==> src/rtl/pipeline_hazard_ctrl_if.sv <==
// Hazard-controller bundle: ID/EXE/MEM/WB dependency info and SRAM status in, stall/flush/forward controls out.
interface pipeline_hazard_ctrl_if #(
  parameter int CNT_W = 16
);
  logic [3:0]       id_src1;
  logic [3:0]       id_src2;
  logic             id_two_src;
  logic             exe_wb_en;
  logic [3:0]       exe_dest;
  logic             exe_mem_r_en;
  logic             mem_wb_en;
  logic [3:0]       mem_dest;
  logic             wb_wb_en;
  logic [3:0]       wb_dest;
  logic             mem_req;
  logic             sram_ready;
  logic             branch_taken;
  logic             hazard;
  logic             freeze_all;
  logic             flush;
  logic [1:0]       fwd_sel_a;
  logic [1:0]       fwd_sel_b;
  logic             mem_timeout;
  logic [CNT_W-1:0] stall_cnt;

  modport master (
    output id_src1, id_src2, id_two_src, exe_wb_en, exe_dest, exe_mem_r_en,
           mem_wb_en, mem_dest, wb_wb_en, wb_dest, mem_req, sram_ready, branch_taken,
    input  hazard, freeze_all, flush, fwd_sel_a, fwd_sel_b, mem_timeout, stall_cnt
  );

  modport slave (
    input  id_src1, id_src2, id_two_src, exe_wb_en, exe_dest, exe_mem_r_en,
           mem_wb_en, mem_dest, wb_wb_en, wb_dest, mem_req, sram_ready, branch_taken,
    output hazard, freeze_all, flush, fwd_sel_a, fwd_sel_b, mem_timeout, stall_cnt
  );
endinterface

==> src/rtl/pipeline_hazard_ctrl.sv <==
// Pipeline stall/flush sequencer: SRAM-wait freeze FSM, branch flush, RAW hazard detect, stall counter.
// Define FORWARDING_EN for load-use-only hazards plus EXE operand forwarding selects.
module pipeline_hazard_ctrl #(
  parameter int MAX_WAIT = 16,
  parameter int CNT_W    = 16
) (
  input  logic                   clk,
  input  logic                   rst,
  pipeline_hazard_ctrl_if.slave  bus
);
  localparam int WAIT_W = $clog2(MAX_WAIT + 1);

  typedef enum logic {RUN, MEM_WAIT} state_t;

  state_t             r_state;
  logic [WAIT_W-1:0]  r_wait_cnt;
  logic               r_mem_timeout;
  logic [CNT_W-1:0]   r_stall_cnt;

  logic               w_freeze;
  logic               w_flush;
  logic               w_hazard;
  logic               w_raw_hazard;
  logic [1:0]         w_fwd_a;
  logic [1:0]         w_fwd_b;

  // Freeze is Mealy so an SRAM that answers in the request cycle costs nothing.
  always_comb begin
    w_freeze = 1'b0;
    if (r_state == RUN) w_freeze = bus.mem_req & ~bus.sram_ready;
    else                w_freeze = ~bus.sram_ready;
  end

  assign w_flush  = bus.branch_taken & ~w_freeze;
  assign w_hazard = w_raw_hazard & ~bus.branch_taken & ~w_freeze;

  always_ff @(posedge clk or negedge rst) begin
    if (!rst) begin
      r_state       <= RUN;
      r_wait_cnt    <= '0;
      r_mem_timeout <= 1'b0;
    end else begin
      case (r_state)
        RUN: begin
          if (bus.mem_req && !bus.sram_ready) begin
            r_state    <= MEM_WAIT;
            r_wait_cnt <= WAIT_W'(1);
          end
        end
        MEM_WAIT: begin
          if (bus.sram_ready) begin
            r_state    <= RUN;
            r_wait_cnt <= '0;
          end else if (r_wait_cnt != WAIT_W'(MAX_WAIT)) begin
            r_wait_cnt <= r_wait_cnt + WAIT_W'(1);
            // Timeout becomes visible in the same cycle the count reaches MAX_WAIT.
            if (r_wait_cnt == WAIT_W'(MAX_WAIT - 1)) r_mem_timeout <= 1'b1;
          end
        end
        default: r_state <= RUN;
      endcase
    end
  end

  always_ff @(posedge clk or negedge rst) begin
    if (!rst)                                            r_stall_cnt <= '0;
    else if ((w_hazard || w_freeze) && r_stall_cnt != '1) r_stall_cnt <= r_stall_cnt + CNT_W'(1);
  end

`ifdef FORWARDING_EN
  logic [3:0] r_exe_src1;
  logic [3:0] r_exe_src2;
  logic       r_exe_two_src;

  // Only a load in EXE cannot be bypassed; everything else is forwarded next cycle.
  assign w_raw_hazard = ((bus.id_src1 == bus.exe_dest) |
                         (bus.id_two_src & (bus.id_src2 == bus.exe_dest)))
                        & bus.exe_wb_en & bus.exe_mem_r_en;

  always_ff @(posedge clk or negedge rst) begin
    if (!rst) begin
      r_exe_src1    <= '0;
      r_exe_src2    <= '0;
      r_exe_two_src <= 1'b0;
    end else if (w_flush || w_hazard) begin
      r_exe_src1    <= '0;
      r_exe_src2    <= '0;
      r_exe_two_src <= 1'b0;
    end else if (!w_freeze) begin
      r_exe_src1    <= bus.id_src1;
      r_exe_src2    <= bus.id_src2;
      r_exe_two_src <= bus.id_two_src;
    end
  end

  always_comb begin
    w_fwd_a = 2'b00;
    w_fwd_b = 2'b00;
    if (r_exe_src1 == bus.mem_dest && bus.mem_wb_en)     w_fwd_a = 2'b01;
    else if (r_exe_src1 == bus.wb_dest && bus.wb_wb_en)  w_fwd_a = 2'b10;
    if (r_exe_two_src) begin
      if (r_exe_src2 == bus.mem_dest && bus.mem_wb_en)    w_fwd_b = 2'b01;
      else if (r_exe_src2 == bus.wb_dest && bus.wb_wb_en) w_fwd_b = 2'b10;
    end
  end
`else
  logic w_m1;
  logic w_m2;
  logic w_unused_fwd;

  assign w_m1 = ((bus.id_src1 == bus.exe_dest) & bus.exe_wb_en) |
                ((bus.id_src1 == bus.mem_dest) & bus.mem_wb_en);
  assign w_m2 = bus.id_two_src &
                (((bus.id_src2 == bus.exe_dest) & bus.exe_wb_en) |
                 ((bus.id_src2 == bus.mem_dest) & bus.mem_wb_en));
  assign w_raw_hazard = w_m1 | w_m2;
  assign w_fwd_a      = 2'b00;
  assign w_fwd_b      = 2'b00;
  assign w_unused_fwd = ^{bus.wb_wb_en, bus.wb_dest, bus.exe_mem_r_en};
`endif

  assign bus.freeze_all  = w_freeze;
  assign bus.flush       = w_flush;
  assign bus.hazard      = w_hazard;
  assign bus.fwd_sel_a   = w_fwd_a;
  assign bus.fwd_sel_b   = w_fwd_b;
  assign bus.mem_timeout = r_mem_timeout;
  assign bus.stall_cnt   = r_stall_cnt;
endmodule

==> src/flat_wrapper.sv <==
// flat-port wrapper written by rule: the top's interface ports become plain ports
module pipeline_hazard_ctrl_flat 
#(
  parameter int MAX_WAIT = 16,
  parameter int CNT_W    = 16
)
  (clk, rst, bus_id_src1, bus_id_src2, bus_id_two_src, bus_exe_wb_en, bus_exe_dest, bus_exe_mem_r_en, bus_mem_wb_en, bus_mem_dest, bus_wb_wb_en, bus_wb_dest, bus_mem_req, bus_sram_ready, bus_branch_taken, bus_hazard, bus_freeze_all, bus_flush, bus_fwd_sel_a, bus_fwd_sel_b, bus_mem_timeout, bus_stall_cnt);
  pipeline_hazard_ctrl_if #(.CNT_W(CNT_W)) bus_i ();
  input  logic clk;
  input  logic rst;
  input wire logic [$bits(bus_i.id_src1)-1:0] bus_id_src1;
  input wire logic [$bits(bus_i.id_src2)-1:0] bus_id_src2;
  input wire logic [$bits(bus_i.id_two_src)-1:0] bus_id_two_src;
  input wire logic [$bits(bus_i.exe_wb_en)-1:0] bus_exe_wb_en;
  input wire logic [$bits(bus_i.exe_dest)-1:0] bus_exe_dest;
  input wire logic [$bits(bus_i.exe_mem_r_en)-1:0] bus_exe_mem_r_en;
  input wire logic [$bits(bus_i.mem_wb_en)-1:0] bus_mem_wb_en;
  input wire logic [$bits(bus_i.mem_dest)-1:0] bus_mem_dest;
  input wire logic [$bits(bus_i.wb_wb_en)-1:0] bus_wb_wb_en;
  input wire logic [$bits(bus_i.wb_dest)-1:0] bus_wb_dest;
  input wire logic [$bits(bus_i.mem_req)-1:0] bus_mem_req;
  input wire logic [$bits(bus_i.sram_ready)-1:0] bus_sram_ready;
  input wire logic [$bits(bus_i.branch_taken)-1:0] bus_branch_taken;
  output wire logic [$bits(bus_i.hazard)-1:0] bus_hazard;
  output wire logic [$bits(bus_i.freeze_all)-1:0] bus_freeze_all;
  output wire logic [$bits(bus_i.flush)-1:0] bus_flush;
  output wire logic [$bits(bus_i.fwd_sel_a)-1:0] bus_fwd_sel_a;
  output wire logic [$bits(bus_i.fwd_sel_b)-1:0] bus_fwd_sel_b;
  output wire logic [$bits(bus_i.mem_timeout)-1:0] bus_mem_timeout;
  output wire logic [$bits(bus_i.stall_cnt)-1:0] bus_stall_cnt;
  assign bus_i.id_src1 = bus_id_src1;
  assign bus_i.id_src2 = bus_id_src2;
  assign bus_i.id_two_src = bus_id_two_src;
  assign bus_i.exe_wb_en = bus_exe_wb_en;
  assign bus_i.exe_dest = bus_exe_dest;
  assign bus_i.exe_mem_r_en = bus_exe_mem_r_en;
  assign bus_i.mem_wb_en = bus_mem_wb_en;
  assign bus_i.mem_dest = bus_mem_dest;
  assign bus_i.wb_wb_en = bus_wb_wb_en;
  assign bus_i.wb_dest = bus_wb_dest;
  assign bus_i.mem_req = bus_mem_req;
  assign bus_i.sram_ready = bus_sram_ready;
  assign bus_i.branch_taken = bus_branch_taken;
  assign bus_hazard = bus_i.hazard;
  assign bus_freeze_all = bus_i.freeze_all;
  assign bus_flush = bus_i.flush;
  assign bus_fwd_sel_a = bus_i.fwd_sel_a;
  assign bus_fwd_sel_b = bus_i.fwd_sel_b;
  assign bus_mem_timeout = bus_i.mem_timeout;
  assign bus_stall_cnt = bus_i.stall_cnt;
  pipeline_hazard_ctrl #(.MAX_WAIT(MAX_WAIT), .CNT_W(CNT_W)) u_core (.clk(clk), .rst(rst), .bus(bus_i));
endmodule
==> config.mk <==
export PLATFORM = sky130hd
export DESIGN_NAME = pipeline_hazard_ctrl_flat
export DESIGN_NICKNAME = d
export VERILOG_FILES = /design/src/rtl/pipeline_hazard_ctrl_if.sv /design/src/rtl/pipeline_hazard_ctrl.sv /design/src/flat_wrapper.sv
export SDC_FILE = /design/constraint.sdc
export NUM_CORES = 1
export LEC_CHECK = 0
export BUFFER_PORTS_ARGS = -buffer_cell sky130_fd_sc_hd__buf_4
export CORE_ASPECT_RATIO = 1.25
export CORE_MARGIN = 3
export CORE_UTILIZATION = 53
export CTS_CLUSTER_SIZE = 24
export DETAILED_ROUTE_END_ITERATION = 12
export HOLD_SLACK_MARGIN = 0.15
export PLACE_DENSITY = 0.84
export SYNTH_ARGS = -nofsm -noshare
export SYNTH_HDL_FRONTEND = slang
export SYNTH_SLANG_ARGS = --single-unit
export TNS_END_PERCENT = 30
==> constraint.sdc <==
create_clock -name clk -period 4.7 [get_ports clk]
set_input_delay 0.235 -clock clk [delete_from_list [all_inputs] [get_ports clk]]
set_output_delay 0.235 -clock clk [all_outputs]
set_load 0.005 [all_outputs]
==> metrics.csv, run 1 <==
metric;value;unit
Ports;54;
Most used DFF post-synth;dfrtp_1;
DR vias;1305;
GP Congestion;0.780;
mapped cell area;0.00152;sq mm
# rows;21;
GR Util All Layers;0.206;
measured slew at the worst slew-check pin;0.836;ns
RSZ-0062 raised after global routing;false;
CTS Buf Count;3;
status;finished, final reports clean;
Seq/Total Area, Yosys;0.380;
post-synthesis cell type count;38;
worst r2r dst;u_core.bus.stall_cnt[1]$_DFFE_PN0P_;
Post-synth top cells;dfrtp_1, xor2_1, nand2_1;
area delta synth->final;23.9;%
Peak VDD IR;0.260;mV
Synth Area in XOR/XNOR;0.150;
pin count of the biggest net entering global routing;24;
adder-cell area share of the yosys netlist;0.0330;
global-route wire length before repair;5450;um
fin crit share;0.468;
Post-Synth Simple-Gate Area;0.195;
Final Hold Viols;0;
clock root buffer;clkbuf_4;
Final Setup Violations;0;
setup TNS;0;ns
Achievable Freq;454;MHz
nature of the critical path endpoint;flop;
post-synth top area cell;dfrtp_1;
Setup CP Type;flop to flop;
pwr/cell area;313;mW/mm^2
main combinational cell family by area after synthesis;simple AND/OR/NAND/NOR gates;
DIE AREA;0.00354;sq mm
Synth top area share;0.380;
Gate Count Post-Synth;157;
layout cells sized above 1;0.279;
antenna violations before repair;0;
core box area;0.00271;sq mm
MaxCap Viol Count;0;
worst hold path type;primary input to flop;
Slew Limit Fails;0;
vias in the first global route;1294;
clk buf depth;2;
worst reg2reg setup slack;2.50;ns
routed len/inst;14.3;um
DRC viols;0;
synthesized flop and latch total;23;
Worst Path Max Fanout;9;
max_slew headroom;0.441;
layout net count;236;
initial core utilization;0.560;
Post-synth EDFFs;0;
Ys Warns;0;
Routed Antenna Nets;0;
Die Wd;53.8;um
count leader, synth;dfrtp_1;
Skew-Pair Late Insertion Delay;0.31;ns
H-tree depth;1;
Worst Path Required;4.91;ns
R2R depth;5;
leakage dissipation;0.892;nW
ys async rst share;1.00;
Worst Setup Start Kind;flop;
Die Ht;65.8;um
CTS sink count;23;
reg2reg start;u_core.bus.stall_cnt[0]$_DFFE_PN0P_;
dpl hpwl;2610;um
Worst Skew;0.00554;ns
CTS tree;built;
mux cell area share after synthesis;0.0223;
syn_area_per_cell;9.65;sq um
Final Util;0.694;
drt via density;5.55;
Hold Startpoint;bus_sram_ready;
port buffer count;43;
CP Capture Point;u_core.bus.stall_cnt[1]$_DFFE_PN0P_;
min cycle time layout;2.20;ns
gr ovfl total;0;
clock transition at the registers of the reported paths;0.13;ns
1st-iter DRT viols;48;
CP arrival;2.41;ns
largest cells by area after synthesis;dfrtp_1, xor2_1, nand3_1;
Critical Path Start;u_core.bus.stall_cnt[0]$_DFFE_PN0P_;
WL final;3370;um
Synth Area in Compound Gates;0.157;
Antenna Diode Count;0;
drt first pass iters;4;
## final cells by class
type	instances	area, sq um
Tap cell	34	42.5
Multi-Input combinational cell	119	860
Fill cell	209	828
Inverter	11	41.3
Timing Repair Buffer	44	333
Clock buffer	4	26.3
Sequential cell	23	576
## layout by cell type, fill, tap and decap left out, types with 2 or more instances in the layout
cell and count:
buf_4 43, dfrtp_1 23, xor2_1 20, nand2_1 14, nand3_1 13, inv_1 11, nor2_1 7, xnor2_1 6
o21ai_0 5, a21oi_1 5, a211oi_1 5, nor4_2 4, ha_1 4, conb_1 4, and3_1 3, a2111oi_1 3
clkbuf_4 3, nand2b_1 2, nor2b_1 2, o22ai_1 2, nand4_1 2, nor3_1 2, o221ai_1 2, mux2_1 2
## stage by stage
step	std cells	cell area (sq um)	power, mW	hold WS, ns	worst slack, ns
after global routing	235	1880	0.630	0.286	2.31
after global placement	230	1840	0.492	0.139	2.52
after CTS	235	1880	0.594	0.252	2.51
after detailed placement	230	1840	0.498	0.146	2.46
final	235	1880	0.588	0.268	2.50
after floorplan	160	1530	0.394	-0.0606	2.83
## cells by family (layout without fill, tap and decap cells)
| logic type | after synthesis | in the layout |
|---|---|---|
| AOI/OAI and AO/OA | 30 | 30 |
| DFF | 23 | 23 |
| xor gates and xnor gates | 26 | 26 |
| muxes | 3 | 3 |
| buffers and inverters | 18 | 59 |
| and+or+nand+nor | 52 | 52 |
| other | 1 | 4 |
| adders and majority gates | 4 | 4 |
## flip-flops by register name, summed over array words and instances, names as in the netlist
register and count:
u_core.r_state 1, u_core.bus.stall_cnt 16, u_core.bus.mem_timeout 1, u_core.r_wait_cnt 5
## worst min-delay path by stage
stage               slack, ns                                 end  cells past startpoint
floorplan               -0.06  u_core.bus.mem_timeout$_DFFE_PN0P_                      0
global placement         0.14  u_core.bus.mem_timeout$_DFFE_PN0P_                      1
detailed placement       0.15    u_core.r_wait_cnt[4]$_DFFE_PN0P_                      1
CTS                      0.25    u_core.r_wait_cnt[1]$_DFFE_PN0P_                      4
global route             0.29    u_core.r_wait_cnt[1]$_DFFE_PN0P_                      4
finish                   0.27    u_core.r_wait_cnt[1]$_DFFE_PN0P_                      4
## repair_timing
action                                 in CTS  in global routing
hold buffers                                1                  0
setup buffers                               0                  0
endpoints found under the hold margin      23                  0
resized for setup                           0                  0
## metal layers
layer	share of wire	vias to the layer above	global-route usage	wire [um]
li1	-	633	-	-
met2	0.55	31	0.383	1860
met4	0.014	0	0.0735	46
met5	0	-	0	0
met3	0.031	6	0.0271	106
met1	0.40	635	0.227	1350
## power by group
part	switching, mW	internal [mW]
sequential	0.0511	0.239
clock	0.0595	0.0331
combinational	0.0936	0.112
## critical path: stages (launching register included)
cell and delay, ns:
dfrtp_1 0.47, ha_1 0.26, nand3_1 0.28, nor4_4 0.57, a21oi_1 0.18, mux2_1 0.36
(Power assumes the default switching activity.)
==> run 2: changes to the inputs <==
--- a/config.mk
+++ b/config.mk
@@ -8,11 +8,11 @@
 export BUFFER_PORTS_ARGS = -buffer_cell sky130_fd_sc_hd__buf_4
 export CORE_ASPECT_RATIO = 1.25
 export CORE_MARGIN = 3
-export CORE_UTILIZATION = 53
+export CORE_UTILIZATION = 45
 export CTS_CLUSTER_SIZE = 24
 export DETAILED_ROUTE_END_ITERATION = 12
 export HOLD_SLACK_MARGIN = 0.15
-export PLACE_DENSITY = 0.84
+export PLACE_DENSITY = 0.76
 export SYNTH_ARGS = -nofsm -noshare
 export SYNTH_HDL_FRONTEND = slang
 export SYNTH_SLANG_ARGS = --single-unit
==> constraint.sdc (replaced) <==
create_clock -name clk -period 2 [get_ports clk]
set_input_delay 0.1 -clock clk [delete_from_list [all_inputs] [get_ports clk]]
set_output_delay 0.1 -clock clk [all_outputs]
set_load 0.005 [all_outputs]
==> run 2 against run 1 <==
Against the previous run: worst setup slack got worse by 2.3 ns; clock power up 140%; first-iteration DRC count increased by 21%; wire length rose by 6.3%; non-clock buffer count increased by 9; register-to-register slack worse by 2.3 ns; worst hold slack lost 0.084 ns; die area is 16% higher; combinational power rose to 2.8 times the previous value; clock-buffer cell count unchanged; design area increased by 4.7%; final cell count is 4.7% higher; largest power group unchanged.
==> metrics.csv, run 2 (synthesis gave the netlist of run 1 again) <==
metric;value;unit
Slew Limit Fails;0;
gr ovfl total;0;
Antenna Diode Count;0;
Peak VDD IR;0.555;mV
Achievable Freq;546;MHz
most common cell after layout, fill and taps aside;buf_4;
Worst Path Max Fanout;8;
initial core utilization;0.491;
Crit-path slowest cell;dfrtp_1;
most frequent cells in the layout;buf_4, dfrtp_1, xor2_1;
R2R depth;6;
Worst Path Required;2.21;ns
port buffer count;43;
area delta synth->final;29.7;%
RSZ-0062 raised after global routing;true;
vias in the first global route;1385;
drt via density;5.49;
GR Util All Layers;0.188;
CTS Buf Count;3;
worst reg2reg setup slack;0.17;ns
leakage dissipation;0.934;nW
crit-path cells;and3_1 > nand3_1 > nor4_4 > buf_4 > o21a_1 > o221ai_1;
Die Wd;57.9;um
clk buf depth;2;
reg2reg start;u_core.bus.stall_cnt[3]$_DFFE_PN0P_;
Skew-Pair Late Insertion Delay;0.32;ns
Worst Setup Start Kind;flop;
dpl hpwl;2820;um
min cycle time layout;1.83;ns
WL final;3580;um
fillers;264;
Die Ht;70.9;um
Worst Skew;0.00943;ns
CTS sink count;23;
Tot Pwr;1.46;mW
drt first pass iters;4;
Placement Setup Slack;0.111;ns
Setup WS post-layout;0.170;ns
pwr/cell area;740;mW/mm^2
DR vias;1350;
final instance area;0.00197;sq mm
CTS tree;built;
worst hold path type;primary input to async pin;
CP arrival;2.04;ns
clock transition at the registers of the reported paths;0.13;ns
Ports;54;
1st-iter DRT viols;58;
H-tree depth;1;
Routed Antenna Nets;0;
routed len/inst;14.6;um
MaxCap Viol Count;0;
status;finished, final reports clean;
Final Setup Violations;0;
Max stage delay on crit path;0.43;ns
core box area;0.00308;sq mm
clock root buffer;clkbuf_4;
pin count of the biggest net entering global routing;24;
antenna violations before repair;0;
# rows;22;
max reg flops;16;
Setup CP Type;flop to flop;
nature of the critical path endpoint;flop;
Final Util;0.638;
GP Congestion;0.918;
global-route wire length before repair;6130;um
setup TNS;0;ns
fin crit share;0.915;
Final Hold Viols;0;
placed instance area;0.00190;sq mm
layout cells sized above 1;0.319;
DIE AREA;0.00410;sq mm
layout net count;245;
DRC viols;0;
worst r2r dst;u_core.bus.stall_cnt[6]$_DFFE_PN0P_;
run 2: cell type report:
| cell class | instances | area [sq um] | area share |
|---|---|---|---|
| repair buffers | 53 | 403 | 0.205 |
| multi-input cells | 119 | 875 | 0.445 |
| well taps | 36 | 45.0 | 0.0229 |
| flip-flops and latches | 23 | 576 | 0.293 |
| inverters | 11 | 41.3 | 0.0210 |
| clock buffers | 4 | 26.3 | 0.0134 |
run 2: power breakdown:
part           leakage, nW  internal, mW  switching, mW  total, mW
clock               0.0150        0.0782          0.147      0.225
combinational        0.635         0.306          0.260      0.566
sequential           0.284         0.561          0.103      0.664
total                0.934         0.945          0.510       1.46
run 2: metal layers:
metal	GRT usage	routed length, um
met4	0.0773	67
met3	0.0328	235
met5	0	0
met1	0.231	1450
met2	0.319	1830
run 2: timing repair:
| item | CTS | global route |
|---|---|---|
| buffers inserted | 0 | 0 |
| setup endpoints to repair | 0 | 4 |
| hold buffers | 2 | 0 |
| gates resized for setup | 0 | 3 |
| endpoints found under the hold margin | 26 | 0 |
run 2: worst max path at each step:
stage | startpoint | endpoint | slack (ns)
floorplan | u_core.bus.stall_cnt[0]$_DFFE_PN0P_ | u_core.bus.stall_cnt[1]$_DFFE_PN0P_ | 0.13
global placement | bus_mem_dest[2] | u_core.bus.stall_cnt[1]$_DFFE_PN0P_ | 0.16
detailed placement | bus_mem_dest[0] | u_core.bus.stall_cnt[1]$_DFFE_PN0P_ | 0.11
CTS | u_core.bus.stall_cnt[3]$_DFFE_PN0P_ | u_core.bus.stall_cnt[13]$_DFFE_PN0P_ | 0.12
global route | u_core.bus.stall_cnt[3]$_DFFE_PN0P_ | u_core.bus.stall_cnt[13]$_DFFE_PN0P_ | -0.02
finish | u_core.bus.stall_cnt[3]$_DFFE_PN0P_ | u_core.bus.stall_cnt[6]$_DFFE_PN0P_ | 0.17
run 2: worst max-delay path, delay by kind of cell, from the launching register on:
family | cells | cell delay [ns]
AOI/OAI and AO/OA | 2 | 0.33
DFF | 1 | 0.43
buffers and inverters | 1 | 0.21
and+or+nand+nor | 3 | 0.75
run 2: stage by stage:
stage               std cells  hold WS, ns
finish                    246        0.184
detailed placement        240       0.0107
CTS                       246        0.185
global route              246        0.202
global placement          240      0.00513
floorplan                 160       -0.196
==> run 3: changes to the inputs <==
--- a/config.mk
+++ b/config.mk
@@ -7,12 +7,13 @@
 export LEC_CHECK = 0
 export BUFFER_PORTS_ARGS = -buffer_cell sky130_fd_sc_hd__buf_4
 export CORE_ASPECT_RATIO = 1.25
-export CORE_MARGIN = 3
+export CORE_MARGIN = 2
 export CORE_UTILIZATION = 45
 export CTS_CLUSTER_SIZE = 24
 export DETAILED_ROUTE_END_ITERATION = 12
 export HOLD_SLACK_MARGIN = 0.15
-export PLACE_DENSITY = 0.76
+export PLACE_DENSITY_LB_ADDON = 0.1
+export RECOVER_POWER = 25
 export SYNTH_ARGS = -nofsm -noshare
 export SYNTH_HDL_FRONTEND = slang
 export SYNTH_SLANG_ARGS = --single-unit
==> run 3 against run 2 <==
Against the previous run: highest routed layer unchanged; worst hold slack is essentially flat; flip-flop and latch count is the same; worst setup slack lost 0.00090 ns; die area shrank 6.2%; via count shrank 1.9%; clock skew shrank 0.0060 ns.
==> metrics.csv, run 3 (synthesis gave the netlist of run 1 again) <==
metric;value;unit
status;finished, final reports clean;
Die Ht;68.9;um
worst hold path type;primary input to flop;
initial core utilization;0.470;
global-route wire length before repair;5820;um
layout net count;246;
CTS Buf Count;3;
sw power;0.511;mW
most common cell after layout, fill and taps aside;buf_4;
Comb pwr share;0.382;
Worst Setup Start Kind;flop;
pwr/cell area;775;mW/mm^2
Tot Pwr;1.53;mW
clock power share;0.191;
DRC viols;0;
fin cells;248;
fillers;299;
crit-path cells;and3_1 > nand3_1 > nor2_1 > o311ai_1 > buf_4 > a2111oi_1 > xor2_1;
Final Hold Viols;0;
leakage dissipation;0.947;nW
most frequent cells in the layout;buf_4, dfrtp_1, xor2_1;
MaxCap Viol Count;0;
Setup CP Type;flop to flop;
gr ovfl total;0;
# rows;23;
measured slew at the worst slew-check pin;1.25;ns
drt first pass iters;4;
fin crit share;0.916;
layout cells sized above 1;0.313;
1st-iter DRT viols;37;
Skew-Pair Late Insertion Delay;0.27;ns
reg2reg start;u_core.bus.stall_cnt[4]$_DFFE_PN0P_;
Peak VDD IR;0.716;mV
setup TNS;0;ns
drt via density;5.34;
Flop pwr share;0.428;
clk buf depth;2;
dpl hpwl;2730;um
PostCTS Resize Cnt;0;
Die Wd;55.9;um
Worst Path Max Fanout;4;
WL final;3490;um
vias in the first global route;1347;
register area;576;sq um
max reg flops;16;
area occupied by multi-input gates;860;sq um
Slew Limit Fails;0;
CTS sink count;23;
Worst Path Required;2.19;ns
Antenna Diode Count;0;
Worst Skew;0.00343;ns
GR Util All Layers;0.192;
GP Congestion;0.996;
nature of the critical path endpoint;flop;
Crit-path slowest cell;dfrtp_1;
Fin Hold WS;0.183;ns
core box area;0.00322;sq mm
Critical Path Start;u_core.bus.stall_cnt[4]$_DFFE_PN0P_;
area delta synth->final;30.2;%
Hold Startpoint;bus_sram_ready;
RSZ-0062 raised after global routing;false;
Max stage delay on crit path;0.40;ns
placed cells;243;
DR vias;1325;
pin count of the biggest net entering global routing;24;
Sw Ratio;0.334;
clock transition at the registers of the reported paths;0.08;ns
Achievable Freq;546;MHz
max_slew headroom;0.164;
antenna violations before repair;0;
clock root buffer;clkbuf_8;
DIE AREA;0.00385;sq mm
CTS tree;built;
port buffer count;43;
Final Setup Violations;0;
min cycle time layout;1.83;ns
H-tree depth;1;
Ports;54;
Routed Antenna Nets;0;
Pint;1.02;mW
routed len/inst;14.1;um
CP arrival;2.02;ns
-- run 3: through the flow --
| step | util | cell area (sq um) | setup WS [ns] |
|---|---|---|---|
| 6_report | 0.612 | 1970 | 0.169 |
| 5_1_grt | 0.612 | 1970 | 0.0106 |
| 2_1_floorplan | - | 1530 | 0.125 |
| 4_1_cts | 0.613 | 1980 | 0.145 |
| 3_3_place_gp | 0.596 | 1920 | 0.131 |
| 3_5_place_dp | 0.596 | 1920 | 0.0701 |
-- run 3: what timing repair did --
action                    in CTS  in global routing
hold endpoints to repair      23                  0
buffers inserted               0                  0
hold buffers                   1                  0
-- run 3: worst paths after layout --
kind,to,slack (ns),cells past startpoint
setup reg to reg,u_core.bus.stall_cnt[13]$_DFFE_PN0P_,0.17,7
hold / removal,u_core.r_wait_cnt[1]$_DFFE_PN0P_,0.18,4
min in group asynchronous,u_core.bus.mem_timeout$_DFFE_PN0P_,0.62,2
hold reg to reg,u_core.bus.mem_timeout$_DFFE_PN0P_,0.48,1
setup / recovery,u_core.bus.stall_cnt[13]$_DFFE_PN0P_,0.17,7
max in group asynchronous,u_core.bus.stall_cnt[13]$_DFFE_PN0P_,0.64,2
-- run 3: layout make-up --
| class | count | share of cell area |
|---|---|---|
| Multi-Input combinational cell | 119 | 0.436 |
| Sequential cell | 23 | 0.292 |
| Timing Repair Buffer | 54 | 0.205 |
| Tap cell | 37 | 0.0235 |
| Clock buffer | 3 | 0.0209 |
| Inverter | 11 | 0.0209 |
| Clock inverter | 1 | 0.00254 |
-- run 3: per-layer routing --
layer,up-vias,share of wire,global-route usage
met4,0,0.021,0.0982
met2,41,0.51,0.347
met1,619,0.41,0.220
li1,657,-,-
met3,8,0.054,0.0392
met5,-,0,0
-- run 3: power groups by stage --
stage	Clock, mW	Sequential (mW)	Combinational [mW]
after floorplan	0	0.675	0.251
after global placement	0	0.656	0.569
after CTS	0.302	0.656	0.593
after detailed placement	0	0.663	0.588
after global routing	0.315	0.674	0.647
final	0.291	0.654	0.584
-- run 3: worst max-delay path: cells and delay by family, from the launching register on --
| family | cells | cell delay, ns |
|---|---|---|
| and+or+nand+nor | 3 | 0.52 |
| buffers and inverters | 1 | 0.16 |
| AOI/OAI and AO/OA | 2 | 0.50 |
| DFF | 1 | 0.40 |
| xor gates and xnor gates | 1 | 0.17 |
